**src/rtl/player_input_ctrl.sv**
```systemverilog
// rtl/player_input_ctrl.sv - submit-button synchroniser, debouncer and guess capture/handshake front end
module player_input_ctrl #(
    parameter int GUESS_W         = 4,
    parameter int DEBOUNCE_CYCLES = 16,
    parameter int MAX_GUESSES     = 7,
    parameter int CNT_W           = $clog2(MAX_GUESSES + 1)
) (
    input  logic               clk,
    input  logic               rst_n,
    input  logic [GUESS_W-1:0] switches,
    input  logic               btn_submit,
    input  logic               new_round,
    input  logic               guess_ready,
    output logic [GUESS_W-1:0] guess_data,
    output logic               guess_valid,
    output logic [CNT_W-1:0]   guess_count,
    output logic               guesses_exhausted,
    output logic               btn_dropped
);

    localparam int DB_W = (DEBOUNCE_CYCLES > 1) ? $clog2(DEBOUNCE_CYCLES) : 1;

    typedef enum logic [1:0] {
        IDLE,
        PENDING,
        LOCKED
    } state_t;

    state_t             state, state_n;
    logic               sync1, sync2;
    logic               db, db_d;
    logic [DB_W-1:0]    cnt;
    logic               press;

    logic [GUESS_W-1:0] data_n;
    logic               valid_n;
    logic [CNT_W-1:0]   count_n;
    logic               exhausted_n;
    logic               dropped_n;

    // Debouncer: db follows sync2 only after it has disagreed for DEBOUNCE_CYCLES edges in a row.
    always_ff @(posedge clk) begin
        if (!rst_n) begin
            sync1 <= 1'b0;
            sync2 <= 1'b0;
            db    <= 1'b0;
            db_d  <= 1'b0;
            cnt   <= '0;
        end else begin
            sync1 <= btn_submit;
            sync2 <= sync1;
            db_d  <= db;
            if (sync2 == db) begin
                cnt <= '0;
            end else if (cnt == DB_W'(DEBOUNCE_CYCLES - 1)) begin
                db  <= sync2;
                cnt <= '0;
            end else begin
                cnt <= cnt + DB_W'(1);
            end
        end
    end

    assign press = db & ~db_d;

    always_ff @(posedge clk) begin
        if (!rst_n) begin
            state             <= IDLE;
            guess_data        <= '0;
            guess_valid       <= 1'b0;
            guess_count       <= '0;
            guesses_exhausted <= 1'b0;
            btn_dropped       <= 1'b0;
        end else begin
            state             <= state_n;
            guess_data        <= data_n;
            guess_valid       <= valid_n;
            guess_count       <= count_n;
            guesses_exhausted <= exhausted_n;
            btn_dropped       <= dropped_n;
        end
    end

    always_comb begin
        state_n     = state;
        data_n      = guess_data;
        valid_n     = guess_valid;
        count_n     = guess_count;
        exhausted_n = guesses_exhausted;
        dropped_n   = 1'b0;

        // new_round wins over everything; a press in that same cycle is swallowed silently.
        if (new_round) begin
            state_n     = IDLE;
            valid_n     = 1'b0;
            count_n     = '0;
            exhausted_n = 1'b0;
        end else begin
            case (state)
                IDLE: begin
                    if (press) begin
                        data_n  = switches;
                        valid_n = 1'b1;
                        state_n = PENDING;
                    end
                end
                PENDING: begin
                    dropped_n = press;
                    if (guess_valid && guess_ready) begin
                        valid_n = 1'b0;
                        count_n = guess_count + CNT_W'(1);
                        if (count_n == CNT_W'(MAX_GUESSES)) begin
                            exhausted_n = 1'b1;
                            state_n     = LOCKED;
                        end else begin
                            state_n = IDLE;
                        end
                    end
                end
                LOCKED: begin
                    dropped_n = press;
                    valid_n   = 1'b0;
                end
                default: begin
                    state_n = IDLE;
                    valid_n = 1'b0;
                end
            endcase
        end
    end

endmodule

```
**config.mk**
```make
export PLATFORM = sky130hd
export DESIGN_NAME = player_input_ctrl
export DESIGN_NICKNAME = d
export VERILOG_FILES = /design/src/rtl/player_input_ctrl.sv
export SDC_FILE = /design/constraint.sdc
export NUM_CORES = 1
export LEC_CHECK = 0
export CAP_MARGIN = 20
export CORE_MARGIN = 2
export CORE_UTILIZATION = 40
export DETAILED_ROUTE_END_ITERATION = 7
export PLACE_DENSITY = 0.69
export SLEW_MARGIN = 30
export SYNTH_ARGS = -nofsm -noshare
export SYNTH_HDL_FRONTEND = slang
export SYNTH_SLANG_ARGS = --single-unit
```
**constraint.sdc**
```tcl
create_clock -name clk -period 1.2 [get_ports clk]
set_input_delay 0.24 -clock clk [delete_from_list [all_inputs] [get_ports clk]]
set_output_delay 0.24 -clock clk [all_outputs]
set_load 0.01 [all_outputs]
```
; Yosys cells after proc, flatten, opt, wreduce, memory -nomap -nowiden
; Index checks and enable logic that the tools add are counted.
[totals]
regBits = 20
output_inout_bits = 10
[classes]
reduce_logical = 12
eq_ne = 7
muxes = 7
n_bitwise = 7
add_sub_neg = 2
[ops]
columns = op, count
row1 = AND reduction 3 bit, 3
row2 = two-way mux 2 bit, 3
row3 = inverter 1 bit, 6
row4 = case mux 2 bit (3 select lines), 1
row5 = AND reduction 2 bit, 3
row6 = OR reduction 3 bit, 2
row7 = adder 4 x 1 -> 4 bit (second input constant), 1
row8 = equality test 4 bit (second input constant), 1
row9 = inequality test 2 bit (second input constant), 2
row10 = OR reduction 2 bit, 2
row11 = adder 3 x 1 -> 3 bit (second input constant), 1
row12 = equality test 3 bit (second input constant), 1
row13 = equality test 2 x 1 -> 1 bit (second input constant), 1
row14 = equality test 2 bit (second input constant), 1
row15 = logical NOT 2 bit, 1
row16 = two-way mux 1 bit, 2
row17 = case mux 1 bit (2 select lines), 1
row18 = AND 1 bit, 1
row19 = equality test 1 bit, 1
row20 = logical AND 1 bit, 1

; Depth between registers and ports, before layout
[logic_depth]
word_depth = 5
mapped_depth = 6
depth_no_buf = 5

; Worst setup path after synthesis
; No wires, ideal clock.
[synth_path]
kind = register to register
from = register state[1]
to = register state[1]
required_time_ps = 1128
period_less_slack_ps = 1275
slack_ps = -75
arrival_time_ps = 1203
stages_incl_launch_ff = 6
cell_sequence = dfxtp_1 -> inv_1 -> ha_1 -> a21boi_1 -> a211oi_1 -> mux2i_1
[synth_via]
elab_chain_cells = 3
[synth_lines]
columns = element, line
row1 = from (decl), 29  ; state_t state, state_n;
row2 = from (signal assigned), 75  ; state <= state_n;
row3 = equality test 2 x 1 -> 1 bit (tied with other cells), 99  ; case (state)
row4 = inequality test 2 bit (no line) / inverter 1 bit (equally long branches), --
row5 = AND reduction 3 bit (no line), --
; Several ways; a longest one is shown, not always the timed one.
; A chain may end at the register's enable or synchronous reset.

; Worst setup path after layout
; Same ends and word-level chain as after synthesis.

==> metrics <==
antenna-violating nets left 0; post-DR wirelength/cell around 13 um; core region area between 1500 and 2000 um2; port bufs 18; Syn. warnings 0; Ant. Diodes 0; multi-input logic area between 400 and 500 um2; Syn-to-layout area delta 44.4%; final hold slack 0.451 ns; worst slew pin tran 0.268 ns; first-pass GRT wire length 2780 um; clock tree buffer depth 2; Root Buffer clkbuf_4; Setup CP Type flop to flop; clk slew on worst S/H paths roughly 0.12 ns; Critical Path RT 1.43 ns; WP data arrival 1.46 ns; Die Wd between 40 and 50 um; gr usage total between 10% and 20%; clock sinks 20; Post-route DRC 0; M1 GR Usage about 17%; Register Area just over 400 um2; Layout Cells excl Fill between 100 and 150; period utilization 102%; Crit Path Max Fanout 3; Power Dens Cells slightly above 900 nW/um2; fill count between 150 and 200; slew margin rel. between 80% and 90%; CP peak stage delay around 0.36 ns; Vias ~670; Mean Syn Cell Area a little over 10 um2; final setup vio count 6; Worst-Skew Late Latency approximately 0.29 ns; Max Clk Rate slightly above 0.8 GHz; slowest cell on the critical path dfxtp_2; die span in y 50.0 um; fin crit period 1.23 ns; Mapped Nets just under 100; pin count of the biggest net entering global routing 12; setup bufs post-CTS 0; setup slack after layout -0.0275 ns; Worst setup EP type flop; peak supply drop ~0.67 mV; Max-cap violations 0; RSZ-0062 raised after global routing true; Iter 0 DRT Violations 7; CP Cell Sequence buf_4, ha_1, a211oi_2, mux2i_1; busiest layer in global routing met2; Reg power frac around three fifths; Die Area 2500 um2; met3 GRT Util ~2.7%; Worst path top cell family by delay flip-flops; Total Nets Final around 130; initial antenna violation count 0; # rows 16; failing checks setup timing; Crit path depth 4; RD Place Congestion about 0.65; Sw Share 20.2%; Via density between 4 and 5; dpl hpwl around 1200 um; Post-Syn Area 846 um2; max-slew violation count 0; Clock Power Share between 30% and 40%; status finished, violations left; Seq cells post-synth 20; synth unique cells 27; clock skew 0.00693 ns; Design Area, Final around 1200 um2; Post-Place Setup Slack -0.288 ns; Reg2Reg Depth 4; Syn Inst Count 83; CP Launch Type flop; DRT Wirelength 1750 um; Sw Pwr between 0.2 and 0.25 mW; Area after DPL roughly 1100 um2; total CTS buffers 3; combinational share of power just over 5%; placed cells between 100 and 150; I/O Pins 19; Pleak 0.501 nW; layout cells sized above 1 24.1%; Min-Delay Path Class flop to flop; CP bufs+invs 1; htree depth 1; vias in the first global route 655; Final Hold Fails 0; total congestion overflow 0; CTS tree yes; hold depth 1; internal power a little under 0.9 mW; Initial Utilization a little over two fifths; global routing usage on met2 between 20% and 30%; Initial DRT Pass Iterations 4; Seq/Total Area, Yosys 47.3%; Hold Buf Count CTS 0
==> cell usage after synthesis <==
master / number / area, um2
nand4_1: 2 / 12.5
o21ai_0: 1 / 5.00
a31oi_1: 1 / 6.26
inv_1: 5 / 18.8
a21boi_1: 1 / 7.51
ha_1: 6 / 75.1
nand3b_1: 1 / 7.51
clkbuf_1: 1 / 3.75
and2_1: 3 / 18.8
and3_1: 2 / 12.5
xor2_1: 5 / 43.8
nor3_1: 1 / 5.00
nand2_1: 1 / 3.75
o311a_1: 1 / 10.0
a211oi_1: 2 / 15.0
a21oi_1: 1 / 5.00
mux2i_1: 6 / 60.1
nor2_1: 7 / 26.3
buf_4: 1 / 7.51
and4bb_1: 1 / 12.5
nand3_1: 3 / 15.0
xnor2_1: 1 / 8.76
o31ai_1: 1 / 7.51
nor2b_1: 6 / 37.5
nand2b_1: 2 / 12.5
nor3b_1: 1 / 7.51
dfxtp_1: 20 / 400
==> worst register-to-register path, cell delays in order, from the launching register on <==
cell	delay, ns
dfxtp_2	0.36
buf_4	0.13
ha_1	0.22
a211oi_2	0.26
mux2i_1	0.20
==> path summary, 6_finish.rpt <==
kind | from | end | slack, ns
hold / removal | sync1 | sync2 | 0.45
setup / recovery | state[1] | state[1] | -0.03
setup reg to reg | state[1] | state[1] | -0.03
hold reg to reg | sync1 | sync2 | 0.45
==> kinds of logic (layout without fill, tap and decap cells) <==
group	Yosys count	in the layout	synth area share (%)
buffers and inverters	7	36	3.55
muxes	6	6	7.10
AOI/OAI and AO/OA	8	8	6.66
xor gates and xnor gates	6	6	6.21
DFF	20	20	47.3
and+or+nand+nor	30	30	20.3
adders and majority gates	6	6	8.88
==> final cells by class <==
| class | count | share of cell area [%] |
|---|---|---|
| Multi-Input combinational cell | 56 | 38.9 |
| Sequential cell | 20 | 33.2 |
| Timing Repair Buffer | 27 | 20.2 |
| Clock buffer | 4 | 2.97 |
| Tap cell | 27 | 2.77 |
| Inverter | 5 | 1.95 |
==> power by group through the flow <==
stage / Combinational [mW] / Sequential, mW / Clock, mW
after floorplan: 0.0158 / 0.684 / 0
after CTS: 0.0564 / 0.670 / 0.392
after global placement: 0.0542 / 0.685 / 0
after detailed placement: 0.0547 / 0.685 / 0
final: 0.0568 / 0.669 / 0.388
after global routing: 0.0615 / 0.670 / 0.433
==> flip-flops by register name, indices dropped and copies added, names as in the netlist <==
register           flops
db                     1
sync2                  1
sync1                  1
guess_count            3
btn_dropped            1
guesses_exhausted      1
guess_data             4
state                  2
db_d                   1
cnt                    4
guess_valid            1
==> cells in the final DEF, fill, tap and decap left out, drive strengths merged, types with 2 or more instances in the layout <==
| cell type | instances |
|---|---|
| mux2i | 6 |
| nor2 | 7 |
| xor2 | 5 |
| a211oi | 2 |
| nand3 | 3 |
| buf | 9 |
| clkdlybuf4s50 | 8 |
| and3 | 2 |
| nand2b | 2 |
| clkbuf | 4 |
| nand4 | 2 |
| dfxtp | 20 |
| inv | 5 |
| nor2b | 6 |
| and2 | 3 |
| clkdlybuf4s15 | 6 |
| ha | 6 |
| dlygate4sd2 | 4 |
==> timing repair <==
action / CTS / global route
resized for setup: 22 / 12
pin swaps: 2 / 6
setup endpoints to repair: 20 / 15
==> per-stage QoR <==
| step | TNS, ns | utilization (%) | total power, mW |
|---|---|---|---|
| 2_1_floorplan | 0 | - | 0.700 |
| 3_3_place_gp | -1.89 | 56.8 | 0.739 |
| 3_5_place_dp | -2.01 | 56.8 | 0.739 |
| 4_1_cts | -0.216 | 60.0 | 1.12 |
| 5_1_grt | -0.437 | 61.6 | 1.16 |
| 6_report | -0.0991 | 61.6 | 1.11 |
==> metal layers <==
metal	vias up	part of all wire [%]
met4	0	0.57
met3	2	2.3
met2	5	56
li1	337	-
met1	323	41
met5	-	0
(Power assumes the default switching activity.)
